## src/rtl/hazard_control_unit_if.sv

```systemverilog
// rtl/hazard_control_unit_if.sv - pipeline <-> hazard unit signal bundle
interface hazard_control_unit_if #(
  parameter int CNT_W = 16
);
  // Hazard detection inputs driven by the pipeline
  logic             MemRead_EX_i;
  logic [4:0]       rd_EX_i;
  logic [4:0]       rs1_ID_i;
  logic [4:0]       rs2_ID_i;
  logic             use_rs1_ID_i;
  logic             use_rs2_ID_i;
  logic             branch_taken_EX_i;
  logic             mem_busy_i;

  // Pipeline control returned by the hazard unit
  logic             pc_write_o;
  logic             if_id_write_o;
  logic             id_ex_write_o;
  logic             ex_mem_write_o;
  logic             mem_wb_write_o;
  logic             if_id_flush_o;
  logic             id_ex_flush_o;
  logic [1:0]       state_o;
  logic [CNT_W-1:0] stall_cnt_o;
  logic [CNT_W-1:0] flush_cnt_o;

  modport master (
    output MemRead_EX_i, rd_EX_i, rs1_ID_i, rs2_ID_i,
    output use_rs1_ID_i, use_rs2_ID_i, branch_taken_EX_i, mem_busy_i,
    input  pc_write_o, if_id_write_o, id_ex_write_o, ex_mem_write_o, mem_wb_write_o,
    input  if_id_flush_o, id_ex_flush_o, state_o, stall_cnt_o, flush_cnt_o
  );

  modport slave (
    input  MemRead_EX_i, rd_EX_i, rs1_ID_i, rs2_ID_i,
    input  use_rs1_ID_i, use_rs2_ID_i, branch_taken_EX_i, mem_busy_i,
    output pc_write_o, if_id_write_o, id_ex_write_o, ex_mem_write_o, mem_wb_write_o,
    output if_id_flush_o, id_ex_flush_o, state_o, stall_cnt_o, flush_cnt_o
  );
endinterface

```

## src/rtl/hazard_control_unit.sv

```systemverilog
// rtl/hazard_control_unit.sv - load-use stall, branch flush and memory freeze control
module hazard_control_unit #(
  parameter int LOAD_STALL_CYCLES = 1,  // bubbles per load-use hazard, 1..3
  parameter int CNT_W             = 16
) (
  input logic                  clk,
  input logic                  reset,
  hazard_control_unit_if.slave hz
);

  typedef enum logic [1:0] {
    RUN      = 2'b00,
    LU_STALL = 2'b01,
    FREEZE   = 2'b10
  } state_t;

  localparam logic [1:0] LOAD_INIT = 2'(LOAD_STALL_CYCLES - 1);

  state_t           state, state_nxt;
  state_t           ret_state, ret_nxt;
  state_t           eff_state;
  logic [1:0]       dcnt, dcnt_nxt;
  logic             lu;
  logic             pc_write, if_id_write, id_ex_write, ex_mem_write, mem_wb_write;
  logic             if_id_flush, id_ex_flush;
  logic [CNT_W-1:0] stall_cnt, flush_cnt;

  // Load-use detection: a load in EX whose destination is really read by ID
  always_comb begin
    lu = hz.MemRead_EX_i && (hz.rd_EX_i != 5'd0) &&
         ((hz.use_rs1_ID_i && (hz.rs1_ID_i == hz.rd_EX_i)) ||
          (hz.use_rs2_ID_i && (hz.rs2_ID_i == hz.rd_EX_i)));
  end

  // Priority-ordered control decode; FREEZE behaves as the state it interrupted
  always_comb begin
    pc_write     = 1'b0;
    if_id_write  = 1'b0;
    id_ex_write  = 1'b0;
    ex_mem_write = 1'b0;
    mem_wb_write = 1'b0;
    if_id_flush  = 1'b0;
    id_ex_flush  = 1'b0;
    state_nxt    = state;
    ret_nxt      = ret_state;
    dcnt_nxt     = dcnt;
    eff_state    = (state == FREEZE) ? ret_state : state;

    if (reset) begin
      // everything held off while reset is applied
      state_nxt = RUN;
    end else if (hz.mem_busy_i) begin
      // whole pipeline frozen; remember what to resume, keep remaining count
      state_nxt = FREEZE;
      ret_nxt   = eff_state;
    end else if (hz.branch_taken_EX_i) begin
      // wrong-path instructions in IF/ID and ID/EX are squashed, any stall dropped
      pc_write     = 1'b1;
      if_id_write  = 1'b1;
      id_ex_write  = 1'b1;
      ex_mem_write = 1'b1;
      mem_wb_write = 1'b1;
      if_id_flush  = 1'b1;
      id_ex_flush  = 1'b1;
      state_nxt    = RUN;
      ret_nxt      = RUN;
      dcnt_nxt     = 2'd0;
    end else if (eff_state == LU_STALL) begin
      // continuing bubble insertion; older instructions keep draining
      id_ex_write  = 1'b1;
      ex_mem_write = 1'b1;
      mem_wb_write = 1'b1;
      id_ex_flush  = 1'b1;
      dcnt_nxt     = dcnt - 2'd1;
      state_nxt    = (dcnt <= 2'd1) ? RUN : LU_STALL;
      ret_nxt      = RUN;
    end else if (lu) begin
      // first bubble of a load-use stall
      id_ex_write  = 1'b1;
      ex_mem_write = 1'b1;
      mem_wb_write = 1'b1;
      id_ex_flush  = 1'b1;
      ret_nxt      = RUN;
      if (LOAD_STALL_CYCLES == 1) begin
        state_nxt = RUN;
      end else begin
        state_nxt = LU_STALL;
        dcnt_nxt  = LOAD_INIT;
      end
    end else begin
      pc_write     = 1'b1;
      if_id_write  = 1'b1;
      id_ex_write  = 1'b1;
      ex_mem_write = 1'b1;
      mem_wb_write = 1'b1;
      state_nxt    = RUN;
      ret_nxt      = RUN;
    end
  end

  // FSM state, freeze return state and stall down-counter
  always_ff @(posedge clk or posedge reset) begin
    if (reset) begin
      state     <= RUN;
      ret_state <= RUN;
      dcnt      <= 2'd0;
    end else begin
      state     <= state_nxt;
      ret_state <= ret_nxt;
      dcnt      <= dcnt_nxt;
    end
  end

  // Saturating performance counters for stalled and flushed cycles
  always_ff @(posedge clk or posedge reset) begin
    if (reset) begin
      stall_cnt <= '0;
      flush_cnt <= '0;
    end else begin
      if (!pc_write && (stall_cnt != '1)) begin
        stall_cnt <= stall_cnt + CNT_W'(1);
      end
      if (if_id_flush && (flush_cnt != '1)) begin
        flush_cnt <= flush_cnt + CNT_W'(1);
      end
    end
  end

  assign hz.pc_write_o     = pc_write;
  assign hz.if_id_write_o  = if_id_write;
  assign hz.id_ex_write_o  = id_ex_write;
  assign hz.ex_mem_write_o = ex_mem_write;
  assign hz.mem_wb_write_o = mem_wb_write;
  assign hz.if_id_flush_o  = if_id_flush;
  assign hz.id_ex_flush_o  = id_ex_flush;
  assign hz.state_o        = state;
  assign hz.stall_cnt_o    = stall_cnt;
  assign hz.flush_cnt_o    = flush_cnt;

endmodule

```

## src/flat_wrapper.sv

```systemverilog
// flat-port wrapper written by rule: the top's interface ports become plain ports
module hazard_control_unit_flat 
#(
  parameter int LOAD_STALL_CYCLES = 1,                                      
  parameter int CNT_W             = 16
)
  (clk, reset, hz_MemRead_EX_i, hz_rd_EX_i, hz_rs1_ID_i, hz_rs2_ID_i, hz_use_rs1_ID_i, hz_use_rs2_ID_i, hz_branch_taken_EX_i, hz_mem_busy_i, hz_pc_write_o, hz_if_id_write_o, hz_id_ex_write_o, hz_ex_mem_write_o, hz_mem_wb_write_o, hz_if_id_flush_o, hz_id_ex_flush_o, hz_state_o, hz_stall_cnt_o, hz_flush_cnt_o);
  hazard_control_unit_if #(.CNT_W(CNT_W)) hz_i ();
  input logic clk;
  input logic reset;
  input wire logic [$bits(hz_i.MemRead_EX_i)-1:0] hz_MemRead_EX_i;
  input wire logic [$bits(hz_i.rd_EX_i)-1:0] hz_rd_EX_i;
  input wire logic [$bits(hz_i.rs1_ID_i)-1:0] hz_rs1_ID_i;
  input wire logic [$bits(hz_i.rs2_ID_i)-1:0] hz_rs2_ID_i;
  input wire logic [$bits(hz_i.use_rs1_ID_i)-1:0] hz_use_rs1_ID_i;
  input wire logic [$bits(hz_i.use_rs2_ID_i)-1:0] hz_use_rs2_ID_i;
  input wire logic [$bits(hz_i.branch_taken_EX_i)-1:0] hz_branch_taken_EX_i;
  input wire logic [$bits(hz_i.mem_busy_i)-1:0] hz_mem_busy_i;
  output wire logic [$bits(hz_i.pc_write_o)-1:0] hz_pc_write_o;
  output wire logic [$bits(hz_i.if_id_write_o)-1:0] hz_if_id_write_o;
  output wire logic [$bits(hz_i.id_ex_write_o)-1:0] hz_id_ex_write_o;
  output wire logic [$bits(hz_i.ex_mem_write_o)-1:0] hz_ex_mem_write_o;
  output wire logic [$bits(hz_i.mem_wb_write_o)-1:0] hz_mem_wb_write_o;
  output wire logic [$bits(hz_i.if_id_flush_o)-1:0] hz_if_id_flush_o;
  output wire logic [$bits(hz_i.id_ex_flush_o)-1:0] hz_id_ex_flush_o;
  output wire logic [$bits(hz_i.state_o)-1:0] hz_state_o;
  output wire logic [$bits(hz_i.stall_cnt_o)-1:0] hz_stall_cnt_o;
  output wire logic [$bits(hz_i.flush_cnt_o)-1:0] hz_flush_cnt_o;
  assign hz_i.MemRead_EX_i = hz_MemRead_EX_i;
  assign hz_i.rd_EX_i = hz_rd_EX_i;
  assign hz_i.rs1_ID_i = hz_rs1_ID_i;
  assign hz_i.rs2_ID_i = hz_rs2_ID_i;
  assign hz_i.use_rs1_ID_i = hz_use_rs1_ID_i;
  assign hz_i.use_rs2_ID_i = hz_use_rs2_ID_i;
  assign hz_i.branch_taken_EX_i = hz_branch_taken_EX_i;
  assign hz_i.mem_busy_i = hz_mem_busy_i;
  assign hz_pc_write_o = hz_i.pc_write_o;
  assign hz_if_id_write_o = hz_i.if_id_write_o;
  assign hz_id_ex_write_o = hz_i.id_ex_write_o;
  assign hz_ex_mem_write_o = hz_i.ex_mem_write_o;
  assign hz_mem_wb_write_o = hz_i.mem_wb_write_o;
  assign hz_if_id_flush_o = hz_i.if_id_flush_o;
  assign hz_id_ex_flush_o = hz_i.id_ex_flush_o;
  assign hz_state_o = hz_i.state_o;
  assign hz_stall_cnt_o = hz_i.stall_cnt_o;
  assign hz_flush_cnt_o = hz_i.flush_cnt_o;
  hazard_control_unit #(.LOAD_STALL_CYCLES(LOAD_STALL_CYCLES), .CNT_W(CNT_W)) u_core (.clk(clk), .reset(reset), .hz(hz_i));
endmodule
```

## config.mk

```make
export PLATFORM = sky130hd
export DESIGN_NAME = hazard_control_unit_flat
export DESIGN_NICKNAME = d
export VERILOG_FILES = /design/src/rtl/hazard_control_unit_if.sv /design/src/rtl/hazard_control_unit.sv /design/src/flat_wrapper.sv
export SDC_FILE = /design/constraint.sdc
export NUM_CORES = 1
export LEC_CHECK = 0
export BUFFER_PORTS_ARGS = -buffer_cell sky130_fd_sc_hd__buf_4
export CAP_MARGIN = 10
export CORE_MARGIN = 4
export CORE_UTILIZATION = 40
export CTS_CLUSTER_DIAMETER = 30
export DETAILED_ROUTE_END_ITERATION = 12
export PLACE_DENSITY_LB_ADDON = 0.2
export SYNTH_ARGS = -nofsm -noshare
export SYNTH_HDL_FRONTEND = slang
export SYNTH_SLANG_ARGS = --single-unit
export TNS_END_PERCENT = 20
```

## constraint.sdc

```tcl
create_clock -name clk -period 3.1 [get_ports clk]
set_input_delay 0.31 -clock clk [delete_from_list [all_inputs] [get_ports clk]]
set_output_delay 0.31 -clock clk [all_outputs]
set_load 0.02 [all_outputs]
```

# == Word level (Yosys, flattened, before mapping) ==
# Index checks and enable logic that the tools add are counted.
# totals
register_bits,38
latch_bits,0
mem_bits_rw,0
mem_bits_ro,0
input_bits,22
mem_count,0
# classes
n_addsub,3
multipliers,0
div_mod_pow,0
magnitude_cmp,1
eq_ne,6
n_shift,0
mux,24
bitwise,2
n_reduce_logical,11
# ops
op,count
adder 16 x 1 -> 16 bit (second input constant),2
!= test 16 bit (second input constant),2
two-way mux 1 bit,16
two-way mux 2 bit,8
equality test 5 bit,2
logical AND 1 bit,6
nonzero test 5 bit,1
AND reduction 3 bit,1
equality test 2 x 1 -> 1 bit (second input constant),1
equality test 2 bit (second input constant),1
less-or-equal comparator 2 x 1 -> 1 bit (second input constant),1
inverter 1 bit,2
nonzero test 2 bit,1
subtractor 2 x 1 -> 2 bit (second input constant),1
logical NOT 1 bit,1
logical OR 1 bit,1

# == Depth between registers and ports, before layout ==
# Gate-level depths: netlist of run 1.
# depth
word_depth,11
mapped_depth,9

# == Least setup slack after synthesis of run 1 ==
# No wires, ideal clock.
# synth_path
path_kind,register -> register
start,reg u_core.stall_cnt[0] (netlist: u_core.hz.stall_cnt_o[0])
end,reg u_core.stall_cnt[4] (netlist: u_core.hz.stall_cnt_o[4])
setup_ps,130
arrival_time_ps,1872
required_ps,2970
slack_ps,1098
stages_incl_launch_ff,10
path_buffers,1
synth_period_minus_slack_ps,2002
cell_sequence,dfrtp_1 > ha_1 > and4_1 > and4_1 > nor3_1 > nand2_1 > nand2_1 > buf_2 > nand4_1 > xnor2_1
# synth_via
elab_chain_len,2
elab_cells_between_ends,3
classes_between,1 x add/sub; 1 x eq/ne; 1 x reduce/logical
# synth_rtl
element,line,rtl
from (decl),hazard_control_unit.sv:26,"logic [CNT_W-1:0] stall_cnt, flush_cnt;"
from (signal assigned),hazard_control_unit.sv:121,stall_cnt <= stall_cnt + CNT_W'(1);
branches (longest 2 deep; another with adder 16 x 1 -> 16 bit),--,
# Parallel ways; which one is timed is not known.
# A chain may end at the register's enable or synchronous reset.

# == Worst setup path in the final report of run 1 ==
# layout_path
start,reg u_core.stall_cnt[0] (netlist: u_core.hz.stall_cnt_o[0])
end,reg u_core.stall_cnt[1] (netlist: u_core.hz.stall_cnt_o[1])
# The elaborated chain is that of the path after synthesis.

==> impl_metrics.csv, run 1 <==
group,metric,value,unit
status,status,"completed",
power,power.switching,521.7,uW
sta,hold_viol,0,
detailed_routing,dr.pass1.iters,4,
clock_network,holdBufCountCts,0,
power,switching_share,31.88,%
floorplanning,io_pins,63,
global_route,grt_max_degree,26,
detailed_routing,antenna_left,0,
worst_setup_path,crit_type,"flip-flop to flip-flop",
clock_network,post_cts_buffers,0,
cells_and_area,fill_cells,439,
job,max_cap_violations,0,
placed_design,place_hpwl,3346,um
worst_setup_path,crit_buf_inv,0,
sta,tns,0,ns
yosys,seq_area_frac_synth,47.80,%
sta,fmax,0.4658,GHz
cells_and_area,seq_area,950.9,um2
worst_setup_path,cp_cell_sequence,"ha_1 > and4_1 > and4_1 > nor3_1 > nand2_1 > nand2_1 > mux2_2",
power,total_power,1.637,mW
power,pwr-share-clk,30.7,%
detailed_routing,drt-total-wl,4184,um
clock_network,clk_pin_slew,0.08,ns
yosys,syn-cell-area,0.001989,mm2
sta,worst_clock_skew,0.008589,ns
sta,timing.hold.ws,0.07969,ns
global_route,grt_pass1_vias,1570,
floorplanning,core-area,0.004786,mm2
sta,rsz0062_at_grt,"no",
worst_setup_path,rr_worst_depth,7,
sta,min_period,2.147,ns
clock_network,clock_latency,0.29,ns
clock_network,ctsResizeCount,0,
sta,slew_violations,0,
detailed_routing,via_per_inst,4.769,
clock_network,cts_root_buf,"clkbuf_8",
placed_design,dp_cells,317,
detailed_routing,num_vias,1550,
clock_network,cts_buffers,5,
worst_setup_path,cp.required,3.27,ns
yosys,synth_seq_cells,38,
floorplanning,rows,25,
sta,period_share,69.25,%
power,p_per_area,617.9,mW/mm2
floorplanning,die_w,78.53,um
worst_setup_path,critPathMaxStageDelay,0.42,ns
clock_network,cts.sinks,38,
global_route,grt_pass1_wl,7196,um
clock_network,cts_tree,"built",
cells_and_area,final_area,0.002649,mm2
cells_and_area,syn_to_final_growth,33.14,%
worst_setup_path,path_depth,7,
clock_network,cts_buffer_depth,2,
placed_design,dpl_cell_area,0.002511,mm2
worst_setup_path,critPathLaunchType,"flip-flop",
global_route,overflow,0,
cells_and_area,layout-drive-gt1-share,32.95,%
yosys,synthDistinctLibCells,39,
yosys,syn_nets,218,
hold_path,hp-class,"input port to asynchronous set/reset pin",
yosys,syn_area_per_cell,10.31,um2
placed_design,place.port_buffers,62,
floorplanning,dieArea,0.006166,mm2
power,combPwrFrac,28.0,%
detailed_routing,routedWlPerCell,12.87,um
clock_network,cts_max_level,2,
cells_and_area,multi_input_area,954.7,um2
detailed_routing,drt_iter0_drc,78,
global_route,grt_usage,14.63,%
cells_and_area,finalNetCount,282,
power,seqPwrFrac,41.3,%
worst_setup_path,worst_path_max_delay_cell,"dfrtp_1",
detailed_routing,drc,0,
sta,setup_violations,0,
sta,max-slew-margin-rel,64.62,%
yosys,netlist_instances,193,
placed_design,gp_congestion,0.7513,
sta,worst_slew_pin_slew,0.5301,ns
global_route,antenna_found_initial,0,
cells_and_area,diodes,0,
power,ir_drop,0.5947,mV
worst_setup_path,cp_max_fo,14,
power,internal_power,1.115,mW
worst_setup_path,cp.arrival,2.32,ns
cells_and_area,finalNonFillerCells,325,
worst_setup_path,crit_family,"simple AND/OR/NAND/NOR gates",
power,p_leak,1.261,nW
floorplanning,die_h,78.53,um
yosys,yosysWarningCount,0,
worst_setup_path,endpoint_kind,"flip-flop",
floorplanning,initial_core_util,41.57,%
## area by class of cell
class                   instances  share of cell area, %
multi-input cells             136                  36.04
flip-flops and latches         38                  35.90
repair buffers                 63                  17.86
well taps                      67                  3.165
clock buffers                   5                  2.598
clock inverters                 3                  2.598
inverters                      13                  1.842
## path summary, 6_finish.rpt
path	to	slack, ns	start
worst max-delay path	u_core.hz.stall_cnt_o[1]	0.95	u_core.hz.stall_cnt_o[0]
worst min-delay path	u_core.ret_state[1]	0.08	reset
worst max register to register	u_core.hz.stall_cnt_o[1]	0.95	u_core.hz.stall_cnt_o[0]
worst min register to register	u_core.dcnt[1]	0.49	u_core.dcnt[1]
max in group asynchronous	u_core.hz.flush_cnt_o[10]	2.31	reset
min in group clk	u_core.hz.state_o[1]	0.21	reset
## cells in the mapped netlist, drive strengths merged
cell	n	area [um2]
nand4	14	93.84
nand2b	1	6.260
and4	6	55.05
o21ai	7	35.03
a31oi	1	6.260
ha	3	37.54
nor3	6	35.03
inv	13	48.80
o22ai	1	6.260
and3	4	25.02
nand2	19	71.32
buf	4	27.52
or4	1	7.510
clkbuf	2	7.510
nand4bb	1	11.26
o21a	1	7.510
a21oi	3	15.01
and2	3	18.77
or3	2	17.52
nor2	9	41.29
a211o	1	17.52
or2	2	12.52
xnor2	30	262.8
mux2	4	45.04
a21o	1	7.510
xor2	8	70.07
nand3	6	35.03
nor3b	1	7.510
dfrtp	38	950.9
nor2b	1	6.260
## cells by family (layout without fill, tap and decap cells)
| kind of cell | Yosys count | after routing | share of synthesized area (%) |
|---|---|---|---|
| fa+ha+maj | 3 | 3 | 1.887 |
| xor+xnor | 38 | 38 | 16.73 |
| simple gates | 76 | 76 | 22.33 |
| flops | 38 | 38 | 47.80 |
| compound gates | 15 | 15 | 4.780 |
| buf+inv | 19 | 84 | 4.214 |
| mux | 4 | 4 | 2.264 |
## power groups by stage
stage	sequential [mW]	clock, mW	combinational (mW)
global route	0.695	0.542	0.498
floorplan	0.762	0	0.185
finish	0.676	0.503	0.458
detailed placement	0.683	0	0.468
global placement	0.682	0	0.460
CTS	0.676	0.514	0.465
## registers in the layout, summed over array words and instances (netlist names)
register,cells
u_core.hz.state_o,2
u_core.hz.stall_cnt_o,16
u_core.ret_state,2
u_core.dcnt,2
u_core.hz.flush_cnt_o,16
## cells in the final DEF (no fill, tap or decap), types with 6 or more instances in the layout
| cell | instances |
|---|---|
| xnor2_1 | 30 |
| dfrtp_1 | 38 |
| o21ai_0 | 6 |
| nand4_1 | 13 |
| nor2_1 | 6 |
| xor2_1 | 8 |
| inv_1 | 13 |
| nand2_1 | 19 |
| buf_4 | 63 |
## per-layer routing
metal	vias up	wire length [um]	track usage [%]	part of all wire, %
met5	-	0	0	0
met2	41	1971	23.60	47
met4	0	25	4.196	0.60
met3	4	223	3.326	5.3
met1	722	1963	19.61	47
li1	783	-	-	-
## metrics by stage
| step | util [%] | setup WS, ns |
|---|---|---|
| after detailed placement | 52.47 | 0.9625 |
| after CTS | 55.35 | 0.9587 |
| after global placement | 52.47 | 1.007 |
| after global routing | 55.35 | 0.7429 |
| final | 55.35 | 0.9532 |
| after floorplan | - | 1.098 |
Power figures use the tool's default switching activity.
==> run 2: changes to the inputs <==
--- a/config.mk
+++ b/config.mk
@@ -5,6 +5,7 @@
 export SDC_FILE = /design/constraint.sdc
 export NUM_CORES = 1
 export LEC_CHECK = 0
+export ABC_AREA = 1
 export BUFFER_PORTS_ARGS = -buffer_cell sky130_fd_sc_hd__buf_4
 export CAP_MARGIN = 10
 export CORE_MARGIN = 4
==> constraint.sdc (replaced) <==
create_clock -name clk -period 1.73 [get_ports clk]
set_input_delay 0.173 -clock clk [delete_from_list [all_inputs] [get_ports clk]]
set_output_delay 0.173 -clock clk [all_outputs]
set_load 0.02 [all_outputs]
==> impl_metrics.csv, run 2 <==
group,metric,value,unit
global_route,met1_usage,22.45,%
yosys,syn-cell-area,0.002416,mm2
yosys,syn_area_per_cell,7.411,um2
sta,worst_slew_pin_slew,0.4802,ns
yosys,synth_area_leaders,"dfrtp_1 39%, nand2_1 16%, inv_1 6.4%",
worst_setup_path,endpoint_kind,"flip-flop",
power,ir_drop,0.4830,mV
cells_and_area,syn_to_final_growth,32.99,%
floorplanning,io_pins,63,
power,p_per_area,858.5,mW/mm2
floorplanning,initial_core_util,41.05,%
detailed_routing,drt_iter0_drc,179,
sta,slew_violations,0,
placed_design,place.port_buffers,62,
clock_network,cts_tree,"built",
worst_setup_path,worst_setup_path_endpoint,"u_core.hz.stall_cnt_o[3]",
global_route,grt_pass1_wl,9853,um
global_route,top_usage_layer,"met2",
global_route,grtUsageMet3,4.035,%
worst_setup_path,reg2reg_slack,0.13,ns
worst_setup_path,cp.required,1.96,ns
floorplanning,die_w,85.72,um
sta,rsz0062_at_grt,"no",
sta,fmax,0.6266,GHz
sta,setup_violations,0,
cells_and_area,mostFrequentLayoutCell,"nand2_1",
cells_and_area,finalNetCount,434,
yosys,yosysWarningCount,0,
global_route,grt_pass1_vias,2178,
detailed_routing,via_per_inst,4.909,
detailed_routing,drt-total-wl,5857,um
clock_network,cts_root_buf,"clkbuf_8",
clock_network,cts.sinks,38,
worst_setup_path,crit_type,"flip-flop to flip-flop",
yosys,synthDistinctLibCells,27,
detailed_routing,routedWlPerCell,12.08,um
worst_setup_path,critPathLaunchType,"flip-flop",
clock_network,holdBufCountCts,0,
worst_setup_path,rr_worst_depth,10,
clock_network,cts_buffer_depth,2,
worst_setup_path,regToRegEndpoint,"u_core.hz.stall_cnt_o[3]",
clock_network,cts_max_level,2,
yosys,async_flop_share,100.0,%
cells_and_area,post-route-util,54.59,%
sta,max-slew-margin-rel,67.99,%
yosys,synth_edf_count,0,
global_route,antenna_found_initial,0,
detailed_routing,drc,0,
global_route,use_met2,25.21,%
yosys,synth-main-ff-cell,"dfrtp_1",
sta,period_share,92.26,%
floorplanning,die_h,85.72,um
detailed_routing,num_vias,2381,
placed_design,place_hpwl,4512,um
global_route,overflow,0,
yosys,syn_nets,351,
yosys,yosysTopAreaCell,"dfrtp_1",
sta,hold_viol,0,
clock_network,cts_buffers,5,
floorplanning,dieArea,0.007348,mm2
cells_and_area,layout-drive-gt1-share,26.34,%
job,max_cap_violations,0,
sta,worst_clock_skew,0.004946,ns
clock_network,clk_pin_slew,0.08,ns
hold_path,hp-class,"input port to asynchronous set/reset pin",
cells_and_area,most-common-layout-cells,"102 x nand2_1, 83 x buf_4, 40 x inv_1",
cells_and_area,diodes,0,
clock_network,clock_latency,0.29,ns
global_route,grt_usage,16.39,%
yosys,synth_seq_cells,38,
global_route,grt_max_degree,39,
worst_setup_path,cp.arrival,1.83,ns
power,p_leak,1.685,nW
status,status,"completed",
yosys,seq_area_frac_synth,39.36,%
placed_design,dpl_cell_area,0.003092,mm2
sta,min_period,1.596,ns
yosys,synthTopCellsByCount,"103 x nand2_1, 41 x inv_1, 38 x dfrtp_1, 31 x nor2_1, 21 x nand4_1",
detailed_routing,dr.pass1.iters,4,
worst_setup_path,cp-startpoint,"u_core.hz.stall_cnt_o[7]",
cells_and_area,final_area,0.003213,mm2
floorplanning,core-area,0.005886,mm2
worst_setup_path,cp_max_fo,16,
detailed_routing,antenna_left,0,
worst_setup_path,timing.rr.start,"u_core.hz.stall_cnt_o[7]",
yosys,netlist_instances,326,
floorplanning,rows,28,
yosys,synth.top_cell.area_share,39.36,%
placed_design,gp_congestion,0.8436,
yosys,synth.most_common_cell,"nand2_1",
run 2: cell types whose count changed in the layout (fill, tap and decap cells not counted), sizes merged, moves of 7 or more:
cell / previous run / this run
nand2: 19 / 107
xor2: 8 / 16
inv: 13 / 42
nand4: 14 / 21
nor2: 9 / 35
xnor2: 30 / 10
buf: 63 / 84
nand3: 6 / 20
run 2: worst max-delay path, stage by stage (launching register included):
cell and delay [ns]:
dfrtp_1 0.40, nand2_1 0.07, inv_1 0.08, nand2_1 0.08, nor2_1 0.16, nand2_2 0.09
nor2_4 0.12, nand2_4 0.15, nand3_4 0.23, nand2_1 0.07, nand2_1 0.07
run 2: layout make-up:
type                       count  area [um2]
clock buffer                   6       82.58
clock inverter                 2       12.51
fill                         572        2673
inverter                      42       162.7
multi-input combinational    238        1267
sequential                    38       950.9
tap                           75       93.84
timing repair buffer          84       643.1
run 2: cell families after synthesis:
logic type	count (synthesis)	share of synthesized area, %
AND/OR/NAND/NOR	197	38.01
buffers and inverters	50	8.959
flip-flops	38	39.36
XOR/XNOR	26	9.425
AO/OA/AOI/OAI	12	2.693
adder cells (fa/ha/maj)	3	1.554
run 2: metal layers:
layer	part of all wire, %	up-vias	wire length (um)
met2	47	64	2726
li1	-	1208	-
met1	46	1104	2718
met3	6.0	5	351
met4	1.0	0	60
met5	0	-	0
run 2: worst min path at each step:
stage / to / from / cells after the start / slack, ns
after floorplan: u_core.hz.state_o[0] / hz_branch_taken_EX_i / 1 / 0.24
after global placement: u_core.hz.state_o[0] / hz_branch_taken_EX_i / 2 / 0.35
after detailed placement: u_core.hz.state_o[0] / hz_branch_taken_EX_i / 2 / 0.35
after CTS: u_core.hz.state_o[0] / hz_branch_taken_EX_i / 2 / 0.04
after global routing: u_core.hz.state_o[0] / hz_branch_taken_EX_i / 2 / 0.03
final: u_core.ret_state[1] / reset / 3 / 0.05
run 2: per-stage QoR:
| step | hold slack [ns] | instances | setup TNS [ns] | power [mW] | worst slack, ns |
|---|---|---|---|---|---|
| 2_1_floorplan | 0.2431 | 326 | -0.006098 | 1.658 | -0.006098 |
| 5_1_grt | 0.03402 | 485 | 0 | 2.941 | 0.02236 |
| 6_report | 0.04771 | 485 | 0 | 2.759 | 0.1340 |
| 4_1_cts | 0.03910 | 485 | 0 | 2.796 | 0.003082 |
| 3_3_place_gp | 0.3519 | 475 | 0 | 2.116 | 0.1449 |
| 3_5_place_dp | 0.3533 | 475 | 0 | 2.128 | 0.1040 |
run 2: report_power, final:
| group | internal (mW) | switching [mW] |
|---|---|---|
| registers | 1.00 | 0.0921 |
| clock network | 0.321 | 0.331 |
| logic | 0.459 | 0.555 |
run 2: timing repair:
item | CTS | global route
pin swaps | 1 | 2
setup endpoints to repair | 2 | 20
resized for setup | 1 | 3
gates cloned | 0 | 0
buffers inserted | 2 | 0
